<file path="src/rtl/dc_rep_download_if.sv">
// Ring-side flit stream and consumer-side reply handshake for the data-cache reply download path.
// The master modport is the ring sender plus reply consumer; the slave modport is the download block.
interface dc_rep_download_if;
  localparam int unsigned FLIT_W = 16;
  localparam int unsigned MSG_W  = 176;
  localparam int unsigned CNT_W  = 4;

  logic              v_flit_in;
  logic [FLIT_W-1:0] flit_in;
  logic              flit_rdy;
  logic [MSG_W-1:0]  dc_flits_rep;
  logic              v_dc_flits_rep;
  logic [CNT_W-1:0]  dc_flits_max;
  logic              dc_rep_deq;
  logic [1:0]        dc_rep_download_state;

  modport master (
    output v_flit_in, flit_in, dc_rep_deq,
    input  flit_rdy, dc_flits_rep, v_dc_flits_rep, dc_flits_max, dc_rep_download_state
  );

  modport slave (
    input  v_flit_in, flit_in, dc_rep_deq,
    output flit_rdy, dc_flits_rep, v_dc_flits_rep, dc_flits_max, dc_rep_download_state
  );
endinterface

</file>
<file path="src/rtl/dc_rep_download.sv">
// Reassembles 16-bit reply flits into a 176-bit data-cache reply message (up to 11 flits),
// with the length taken from the head flit, and holds it until the consumer dequeues it.
module dc_rep_download (
  input  logic               clk,
  input  logic               rst,
  dc_rep_download_if.slave   bus
);
  localparam int unsigned FLIT_W    = 16;
  localparam int unsigned NUM_FLITS = 11;
  localparam int unsigned MSG_W     = FLIT_W * NUM_FLITS;
  localparam int unsigned CNT_W     = 4;
  localparam logic [CNT_W-1:0] MAX_IDX = CNT_W'(NUM_FLITS - 1);

  typedef enum logic [1:0] {
    IDLE = 2'b00,
    BUSY = 2'b01,
    FULL = 2'b10
  } state_t;

  state_t             r_state;
  logic [CNT_W-1:0]   r_cnt;
  logic [CNT_W-1:0]   r_max;
  logic [MSG_W-1:0]   r_msg;
  logic               r_flit_rdy;
  logic               r_v_rep;

  logic               w_xfer;
  logic [CNT_W-1:0]   w_head_max;

  assign w_xfer     = bus.v_flit_in & r_flit_rdy;
  // Oversized length fields in the head flit are clamped to the last physical slot.
  assign w_head_max = (bus.flit_in[CNT_W-1:0] > MAX_IDX) ? MAX_IDX : bus.flit_in[CNT_W-1:0];

  always_ff @(posedge clk or posedge rst) begin
    if (rst) begin
      r_state    <= IDLE;
      r_cnt      <= '0;
      r_max      <= '0;
      r_msg      <= '0;
      r_flit_rdy <= 1'b1;
      r_v_rep    <= 1'b0;
    end else begin
      case (r_state)
        IDLE: begin
          if (w_xfer) begin
            r_msg[MSG_W-1 -: FLIT_W] <= bus.flit_in;
            r_max                    <= w_head_max;
            if (w_head_max == '0) begin
              r_state    <= FULL;
              r_flit_rdy <= 1'b0;
              r_v_rep    <= 1'b1;
            end else begin
              r_cnt   <= CNT_W'(1);
              r_state <= BUSY;
            end
          end
        end
        BUSY: begin
          if (w_xfer) begin
            for (int k = 0; k < NUM_FLITS; k++) begin
              if (r_cnt == CNT_W'(k)) r_msg[MSG_W-1-FLIT_W*k -: FLIT_W] <= bus.flit_in;
            end
            if (r_cnt == r_max) begin
              r_state    <= FULL;
              r_flit_rdy <= 1'b0;
              r_v_rep    <= 1'b1;
            end else begin
              r_cnt <= r_cnt + CNT_W'(1);
            end
          end
        end
        FULL: begin
          // Clearing on dequeue keeps slots above the next message's length at zero.
          if (bus.dc_rep_deq) begin
            r_msg      <= '0;
            r_cnt      <= '0;
            r_max      <= '0;
            r_state    <= IDLE;
            r_flit_rdy <= 1'b1;
            r_v_rep    <= 1'b0;
          end
        end
        default: begin
          r_msg      <= '0;
          r_cnt      <= '0;
          r_max      <= '0;
          r_state    <= IDLE;
          r_flit_rdy <= 1'b1;
          r_v_rep    <= 1'b0;
        end
      endcase
    end
  end

  assign bus.flit_rdy              = r_flit_rdy;
  assign bus.v_dc_flits_rep        = r_v_rep;
  assign bus.dc_flits_rep          = r_msg;
  assign bus.dc_flits_max          = r_max;
  assign bus.dc_rep_download_state = r_state;
endmodule

</file>
<file path="src/flat_wrapper.sv">
// flat-port wrapper written by rule: the top's interface ports become plain ports
module dc_rep_download_flat 
  (clk, rst, bus_v_flit_in, bus_flit_in, bus_dc_rep_deq, bus_flit_rdy, bus_dc_flits_rep, bus_v_dc_flits_rep, bus_dc_flits_max, bus_dc_rep_download_state);
  dc_rep_download_if bus_i ();
  input  logic clk;
  input  logic rst;
  input wire logic [$bits(bus_i.v_flit_in)-1:0] bus_v_flit_in;
  input wire logic [$bits(bus_i.flit_in)-1:0] bus_flit_in;
  input wire logic [$bits(bus_i.dc_rep_deq)-1:0] bus_dc_rep_deq;
  output wire logic [$bits(bus_i.flit_rdy)-1:0] bus_flit_rdy;
  output wire logic [$bits(bus_i.dc_flits_rep)-1:0] bus_dc_flits_rep;
  output wire logic [$bits(bus_i.v_dc_flits_rep)-1:0] bus_v_dc_flits_rep;
  output wire logic [$bits(bus_i.dc_flits_max)-1:0] bus_dc_flits_max;
  output wire logic [$bits(bus_i.dc_rep_download_state)-1:0] bus_dc_rep_download_state;
  assign bus_i.v_flit_in = bus_v_flit_in;
  assign bus_i.flit_in = bus_flit_in;
  assign bus_i.dc_rep_deq = bus_dc_rep_deq;
  assign bus_flit_rdy = bus_i.flit_rdy;
  assign bus_dc_flits_rep = bus_i.dc_flits_rep;
  assign bus_v_dc_flits_rep = bus_i.v_dc_flits_rep;
  assign bus_dc_flits_max = bus_i.dc_flits_max;
  assign bus_dc_rep_download_state = bus_i.dc_rep_download_state;
  dc_rep_download u_core (.clk(clk), .rst(rst), .bus(bus_i));
endmodule
</file>
<file path="config.mk">
export PLATFORM = sky130hd
export DESIGN_NAME = dc_rep_download_flat
export DESIGN_NICKNAME = d
export VERILOG_FILES = /design/src/rtl/dc_rep_download_if.sv /design/src/rtl/dc_rep_download.sv /design/src/flat_wrapper.sv
export SDC_FILE = /design/constraint.sdc
export NUM_CORES = 1
export LEC_CHECK = 0
export ABC_AREA = 1
export CAP_MARGIN = 20
export CORE_UTILIZATION = 40
export DETAILED_ROUTE_END_ITERATION = 12
export PLACE_DENSITY = 0.68
export SYNTH_ARGS = -nofsm -noshare
export SYNTH_HDL_FRONTEND = slang
export SYNTH_SLANG_ARGS = --single-unit
</file>
<file path="constraint.sdc">
create_clock -name clk -period 9.6 [get_ports clk]
set_input_delay 1.92 -clock clk [delete_from_list [all_inputs] [get_ports clk]]
set_output_delay 1.92 -clock clk [all_outputs]
set_load 0.01 [all_outputs]
</file>
# Word-level counts from Yosys, hierarchy flattened
# Cells that the tools add are included.
[op_classes]
order_cmp = 1
n_addsub = 1
reduce_logical = 18
bitwise_logic = 3
eq_ne = 31
muxes = 43
[ops]
columns = ["op", "count"]
rows = [
  ["$pmux W160 S3", 1],
  ["$mux W176", 2],
  ["$mux W16", 12],
  ["$pmux W16 S3", 1],
  ["$reduce_and A4 Y1", 12],
  ["$ne A2 B1 Y1 const B", 15],
  ["$mux W4", 7],
  ["$pmux W4 S3", 2],
  ["$eq A4 B3 Y1 const B", 4],
  ["$eq A4 B4 Y1 const B", 3],
  ["$mux W1", 10],
  ["$mux W2", 5],
  ["$reduce_and A5 Y1", 2],
  ["$eq A4 B2 Y1 const B", 2],
  ["$logic_not A4 Y1", 2],
  ["$ne A2 B2 Y1 const B", 3],
  ["$pmux W1 S3", 2],
  ["$pmux W2 S3", 1],
  ["$add A4 B1 Y4 const B", 1],
  ["$eq A4 B1 Y1 const B", 1],
  ["$eq A4 B4 Y1", 1],
  ["$gt A4 B4 Y1 const B", 1],
  ["$reduce_and A3 Y1", 1],
  ["$eq A2 B1 Y1 const B", 1],
  ["4 further kinds", 5],
]
[totals]
elab_cells = 113
reg_bits = 188

# Longest topological paths before layout
# Gate-level depths: netlist of run 1.
[depth]
word_depth = 6
depth_mapped = 10

# Least setup slack after synthesis of run 1
# OpenSTA, ideal clock, no wires.
[synth_path]
kind = "input port to flip-flop"
from = "input bus_dc_rep_deq"
to = "register u_core.r_msg[116], in the netlist u_core.bus.dc_flits_rep[116]"
path_slack_ps = 6668
cell_stages = 7
arrival_ps = 2805
setup_ps = 127
path_cell_list = "nand3b_1 > nand3_4 > inv_6 > nand2_4 > buf_4 > nand2_1 > o21ai_0"
[synth_via]
elab_chain_cells = 2
[synth_rtl]
columns = ["element", "line", "text"]
rows = [
  ["from (decl)", "flat_wrapper.sv:9", "input wire logic [$bits(bus_i.dc_rep_deq)-1:0] bus_dc_rep_deq;"],
  ["$ne A2 B2 Y1 (no line)", "-", ""],
  ["$reduce_and A4 Y1 (no line)", "-", ""],
  ["to (signal, indexed assignment)", "dc_rep_download.sv:46", "r_msg[MSG_W-1 -: FLIT_W] <= bus.flit_in;"],
  ["to (signal, indexed assignment)", "dc_rep_download.sv:61", "if (r_cnt == CNT_W'(k)) r_msg[MSG_W-1-FLIT_W*k -: FLIT_W] <= bus.flit_in;"],
  ["to (decl)", "dc_rep_download.sv:23", "logic [MSG_W-1:0] r_msg;"],
]
# Every way passes these cells.
# A chain may end at the register's enable or synchronous reset.

# Worst setup path after layout of run 1
[layout_path]
from = "register u_core.r_state[1], in the netlist u_core.bus.dc_rep_download_state[1]"
to = "output bus_dc_rep_download_state[1]"
[layout_rtl]
columns = ["element", "line", "text"]
rows = [
  ["from (decl)", "dc_rep_download.sv:20", "state_t r_state;"],
  ["from (signal assigned)", "dc_rep_download.sv:36", "r_state <= IDLE;"],
  ["from (signal assigned)", "dc_rep_download.sv:49", "r_state <= FULL;"],
  ["from (signal assigned)", "dc_rep_download.sv:54", "r_state <= BUSY;"],
  ["to (decl)", "flat_wrapper.sv:14", "output wire logic [$bits(bus_i.dc_rep_download_state)-1:0] bus_dc_rep_download_state;"],
]
# No word-level cell between the ends.

==> results of run 1 <==
-- Yosys cell counts, drive strengths merged --
| cell | n |
|---|---|
| o21ai | 162 |
| nand2 | 232 |
| ha | 4 |
| dfstp | 1 |
| nand3 | 19 |
| nand3b | 2 |
| nor3b | 1 |
| nor2 | 36 |
| o211ai | 1 |
| a21oi | 28 |
| xor2 | 1 |
| o22ai | 2 |
| dfrtp | 187 |
| buf | 36 |
| inv | 127 |
| nand4 | 1 |
| clkbuf | 2 |
| clkinv | 1 |
-- cells in the final DEF (no fill, tap or decap), types with 6 or more instances in the layout --
master	count
nor2_1	33
clkbuf_16	17
a21oi_4	6
dfrtp_1	187
a21oi_1	22
o21ai_0	116
inv_1	123
nand2_1	227
nand3_1	18
clkdlybuf4s50_1	203
o21ai_1	46
-- cells by family (layout without fill, tap and decap cells) --
kind of cell	Yosys count	after routing
and+or+nand+nor	291	291
AOI/OAI and AO/OA	193	193
DFF	188	188
buffers and inverters	166	364
adders and majority gates	4	4
xor gates and xnor gates	1	1
-- power breakdown --
group          internal (mW)  switching, mW
clock network          0.390          0.319
registers              0.792              0
logic                0.00957         0.0372
-- per-stage QoR --
stage	hold slack, ps	util
detailed placement	471.7	0.5220
global route	507.8	0.5540
global placement	464.5	0.5220
floorplan	479.9	-
finish	484.1	0.5540
CTS	488.8	0.5532
-- cell type report --
class                   count  area share
flip-flops and latches    188      0.4496
well taps                 260     0.03108
repair buffers            205      0.1963
multi-input cells         489      0.2196
clock inverters            13     0.01530
inverters                 128     0.04710
clock buffers              18     0.04100
-- worst min-delay path by stage --
stage / endpoint / slack [ps] / depth (start not counted)
2_1_floorplan: u_core.bus.flit_rdy / 480 / 2
3_3_place_gp: u_core.bus.dc_flits_rep[133] / 460 / 2
3_5_place_dp: u_core.bus.dc_flits_rep[137] / 470 / 2
4_1_cts: u_core.bus.dc_flits_rep[159] / 490 / 2
5_1_grt: u_core.bus.v_dc_flits_rep / 510 / 2
6_report: u_core.bus.dc_flits_rep[152] / 480 / 2
-- metal layers --
metal | GRT usage | part of all wire | wire, um
met5 | 0 | 0 | 0
met3 | 0.03982 | 0.038 | 823
met2 | 0.3705 | 0.50 | 10700
met1 | 0.2913 | 0.44 | 9511
met4 | 0.07753 | 0.022 | 480
-- sequential cells by signal, summed over array words and instances, names as in the netlist --
register / count
u_core.r_cnt: 4
u_core.bus.flit_rdy: 1
u_core.bus.v_dc_flits_rep: 1
u_core.bus.dc_flits_rep: 176
u_core.bus.dc_rep_download_state: 2
u_core.bus.dc_flits_max: 4
-- worst min-delay path: stages, from the launching register on --
cell and delay (ps):
dfrtp_1 350, nand2_1 50, o21ai_0 50
==> run metrics, run 1 <==
worst-margin pin slew=~1000 ps; post-synthesis compound-gate area fraction=0.1335; CP max FO=7; Setup crit end=bus_dc_rep_download_state[1]; Fmax achieved=about 280 MHz; hold buffers post-CTS=0; unrepaired setup endpoints after global routing=false; num rows=50; post-layout instance area=0.01047 mm^2; Synth Cell Area=between 0.007 and 0.008 mm^2; Routed Antenna Nets=0; Req. time, crit path=7680 ps; total grt overflow=0; HP Class=register to register; Clk pin slew, worst setup/hold paths=around 70 ps; Die H=roughly 140 um; Clk Latency, worst-skew pair=430 ps; top cells by area, synth=dfrtp_1, nand2_1, o21ai_0; root buf cell=clkbuf_16; post-route setup TNS=0 ps; Placement Setup Slack=about 5600 ps; Die W=between 100 and 150 um; dominant combinational cell family by area after synthesis=simple AND/OR/NAND/NOR gates; Cells after DPL=1269; Synth Area in Adders=0.006433; Vias=roughly 6100; arrival time of the worst setup path=approximately 1600 ps; H-tree depth=4; Num CTS Buffers=17; hold_sp=u_core.bus.dc_flits_rep[152]; Synth Warn #=0; synth-to-layout area growth=34.53%; layout cell share with drive strength beyond 1=0.04995; fin. max-slew vios=0; Synth area leader=dfrtp_1; GP Congestion=0.8050; placed cell area=0.009862 mm^2; critical path's largest stage delay=between 600 and 700 ps; min Tclk post-route=3550 ps; total iterations of the first detailed-routing run=6; Max-cap violations=0; Layout fillers=between 1500 and 2000; Crit. End Element=output pin; clk_skew=~10 ps; DP Wirelength=~15 mm; CP Cell Sequence=clkdlybuf4s50_1; post-cts resize count=0; drt wl/cell=roughly 17 um; post-route DRC violation count=0; synthesis-stage register bit count=around 190; setup ws final=6050 ps; gr usage total=0.2218; Synth Area per Inst=9.229 um^2; R2R setup slack=approximately 7300 ps; top-area cell type share of the netlist area=0.6015; clock sinks=188; PD cells=roughly 150 mW/mm^2; initial drt markers=382; final setup fails=0; post-synthesis cell type count=28; final hold vios=0; XOR/XNOR Fraction of Synth Area=0.001126; final non-filler cell total=1301; Gate Count Post-Synth=about 840; Simple-Gate Fraction of Synth Area=0.1544; crit path max-delay cell type=clkdlybuf4s50_1; I/O pins=between 200 and 250; Largest delay share family, worst path=buffers and inverters; buffers added on ports=around 200; Core Area=between 0.015 and 0.02 mm^2; sequential-to-total area share from yosys stat=0.6049; Crit Reg-Reg Endpoint=u_core.bus.dc_flits_rep[114]; final WL=about 22 mm; global-route wire length before repair=around 33 mm; via-per-instance ratio=~4.7; crit path kind=register to output pin; number of inserted diodes=0; CP Depth=1; status=completed; syn_nets=a little under 900; R2R depth=5; worst r2r src=u_core.bus.dc_rep_download_state[1]; Pwr Total=1.547 mW; total area of sequential cells=approximately 0.0047 mm^2; Worst Setup SP=u_core.bus.dc_rep_download_state[1]; Final Cycle Share=0.3698; Net count, final=between 1000 and 1500; number of global-route vias before repair=approximately 5900; CTS Buffer Depth=2; multi-input logic area=0.002298 mm^2; Die ar.=~0.02 mm^2; CP startpoint kind=register; CP bufs+invs=1; Peak VDD IR=between 0.1 and 0.15 mV; Initial Util=0.4118; antenna violations before repair=0; Leakage Power=around 5 nW; largest net degree at the start of global routing=120; Slew headroom=0.3283; CTS tree=yes; multiplexer share of the synthesized area=0; Setup Buffers After CTS=0
(Power assumes the default switching activity.)
==> run 2: changes to the inputs <==
==> constraint.sdc (replaced) <==
create_clock -name clk -period 3.5 [get_ports clk]
set_input_delay 0.7 -clock clk [delete_from_list [all_inputs] [get_ports clk]]
set_output_delay 0.7 -clock clk [all_outputs]
set_load 0.01 [all_outputs]
==> run 2 against run 1 <==
Net effect:
- combinational power rose to 3.0 times the previous value
- sequential cell count unchanged
- critical path depth unchanged
- utilization up 0.31 points
- worst setup slack worse by 4900 ps
- total power rose to 2.7 times the previous value
- die area unchanged
- global-route usage up 0.36 points
- first-iteration DRC count up 4.5%
- via count down 0.59%
- critical path type unchanged
==> run metrics, run 2 (synthesis gave the netlist of run 1 again) <==
status=completed; Peak VDD IR=0.3255 mV; Die W=~140 um; Initial Util=0.4118; gr usage total=0.2254; unrepaired setup endpoints after global routing=false; Placement Setup Slack=between 800 and 900 ps; most frequent cells in the layout=nand2_1, clkdlybuf4s50_1, dfrtp_1; setup ws final=approximately 1200 ps; final WL=~22 mm; via-per-instance ratio=around 4.7; Psw=just over 1 mW; arrival time of the worst setup path=1620 ps; crit path kind=register to output pin; CP Depth=1; crit path max-delay cell type=clkdlybuf4s50_1; Crit. End Element=output pin; sequential power share=0.512; number of inserted diodes=0; Largest delay share family, worst path=buffers and inverters; CP max FO=7; hold buffers post-CTS=0; buffers added on ports=203; critical path's largest stage delay=roughly 620 ps; layout cell share with drive strength beyond 1=0.05725; Layout fillers=approximately 1700; final setup fails=0; Fmax achieved=between 400 and 500 MHz; Largest register FFs=176; R2R depth=5; Final Cycle Share=0.6623; Clk Latency, worst-skew pair=430 ps; total iterations of the first detailed-routing run=5; Vias=6103; largest net degree at the start of global routing=between 70 and 80; Num CTS Buffers=17; min Tclk post-route=2318 ps; worst-margin pin slew=906.5 ps; Req. time, crit path=2800 ps; HP Class=register to register; drt wl/cell=16.53 um; root buf cell=clkbuf_16; H-tree depth=4; Core Area=0.01889 mm^2; post-route setup TNS=0 ps; Pwr Total=around 4.2 mW; number of global-route vias before repair=5816; final hold vios=0; CP bufs+invs=1; Setup Buffers After CTS=0; post-layout instance area=between 0.01 and 0.015 mm^2; post-cts resize count=0; Sw Ratio=0.2383; placed cell area=between 0.009 and 0.01 mm^2; Leakage Power=between 5 and 6 nW; Die H=141.5 um; DP Wirelength=between 10 and 15 mm; Clock power frac=0.455; Routed Antenna Nets=0; total grt overflow=0; fin. max-slew vios=0; Int Pwr=around 3.2 mW; CTS tree=yes; initial drt markers=about 400; CP startpoint kind=register; Clk pin slew, worst setup/hold paths=around 70 ps; clk_skew=between 10 and 15 ps; global-route wire length before repair=33.61 mm; hold path cells=2; clock sinks=188; most common cell after layout, fill and taps aside=nand2_1; Max-cap violations=0; Slew headroom=0.3934; CP Cell Sequence=clkdlybuf4s50_1; Die ar.=between 0.02 and 0.025 mm^2; I/O pins=between 200 and 250; post-route DRC violation count=0; antenna violations before repair=0; Comb power frac=0.033; CTS Buffer Depth=2; synth-to-layout area growth=35.28%; Net count, final=1059; GP Congestion=0.7961; PD cells=403.1 mW/mm^2; num rows=50
run 2: power by group through the flow:
stage / clock (mW) / combinational (mW) / sequential, mW
after floorplan: 0 / 0.0603 / 2.21
after global placement: 0 / 0.144 / 2.21
after detailed placement: 0 / 0.144 / 2.21
after CTS: 1.96 / 0.144 / 2.17
after global routing: 2.06 / 0.156 / 2.17
final: 1.93 / 0.140 / 2.17
run 2: area by class of cell:
| type | instances | area, um^2 | area share |
|---|---|---|---|
| multi-input combinational | 489 | 2298 | 0.2184 |
| tap | 260 | 325.3 | 0.03091 |
| inverter | 128 | 489.2 | 0.04648 |
| timing repair buffer | 211 | 2117 | 0.2011 |
| sequential | 188 | 4706 | 0.4471 |
| clock buffer | 18 | 439.2 | 0.04173 |
| clock inverter | 14 | 150.1 | 0.01427 |
run 2: path summary, 6_finish.rpt:
kind,startpoint,to,slack [ps]
max in group asynchronous,rst,u_core.bus.flit_rdy,1950
min reg2reg,u_core.bus.dc_flits_rep[158],u_core.bus.dc_flits_rep[158],480
max,u_core.bus.dc_rep_download_state[1],bus_dc_rep_download_state[1],1180
min in group asynchronous,rst,u_core.bus.dc_flits_rep[64],720
max reg2reg,u_core.bus.dc_rep_download_state[1],u_core.bus.dc_flits_rep[147],1270
min,u_core.bus.dc_flits_rep[158],u_core.bus.dc_flits_rep[158],480
run 2: stage by stage:
| step | hold WS [ps] | utilization | std cells |
|---|---|---|---|
| after floorplan | 479.9 | - | 843 |
| after global placement | 466.4 | 0.5259 | 1276 |
| after detailed placement | 472.5 | 0.5259 | 1276 |
| after CTS | 489.0 | 0.5571 | 1308 |
| after global routing | 507.1 | 0.5571 | 1308 |
| final | 481.9 | 0.5571 | 1308 |
run 2: layer usage:
metal  track usage  vias to the layer above  part of all wire
li1              -                     3011                 -
met1        0.3051                     2916              0.46
met2        0.3682                      154              0.48
met3       0.04151                       22             0.040
met4       0.07187                        0             0.018
met5             0                        -                 0
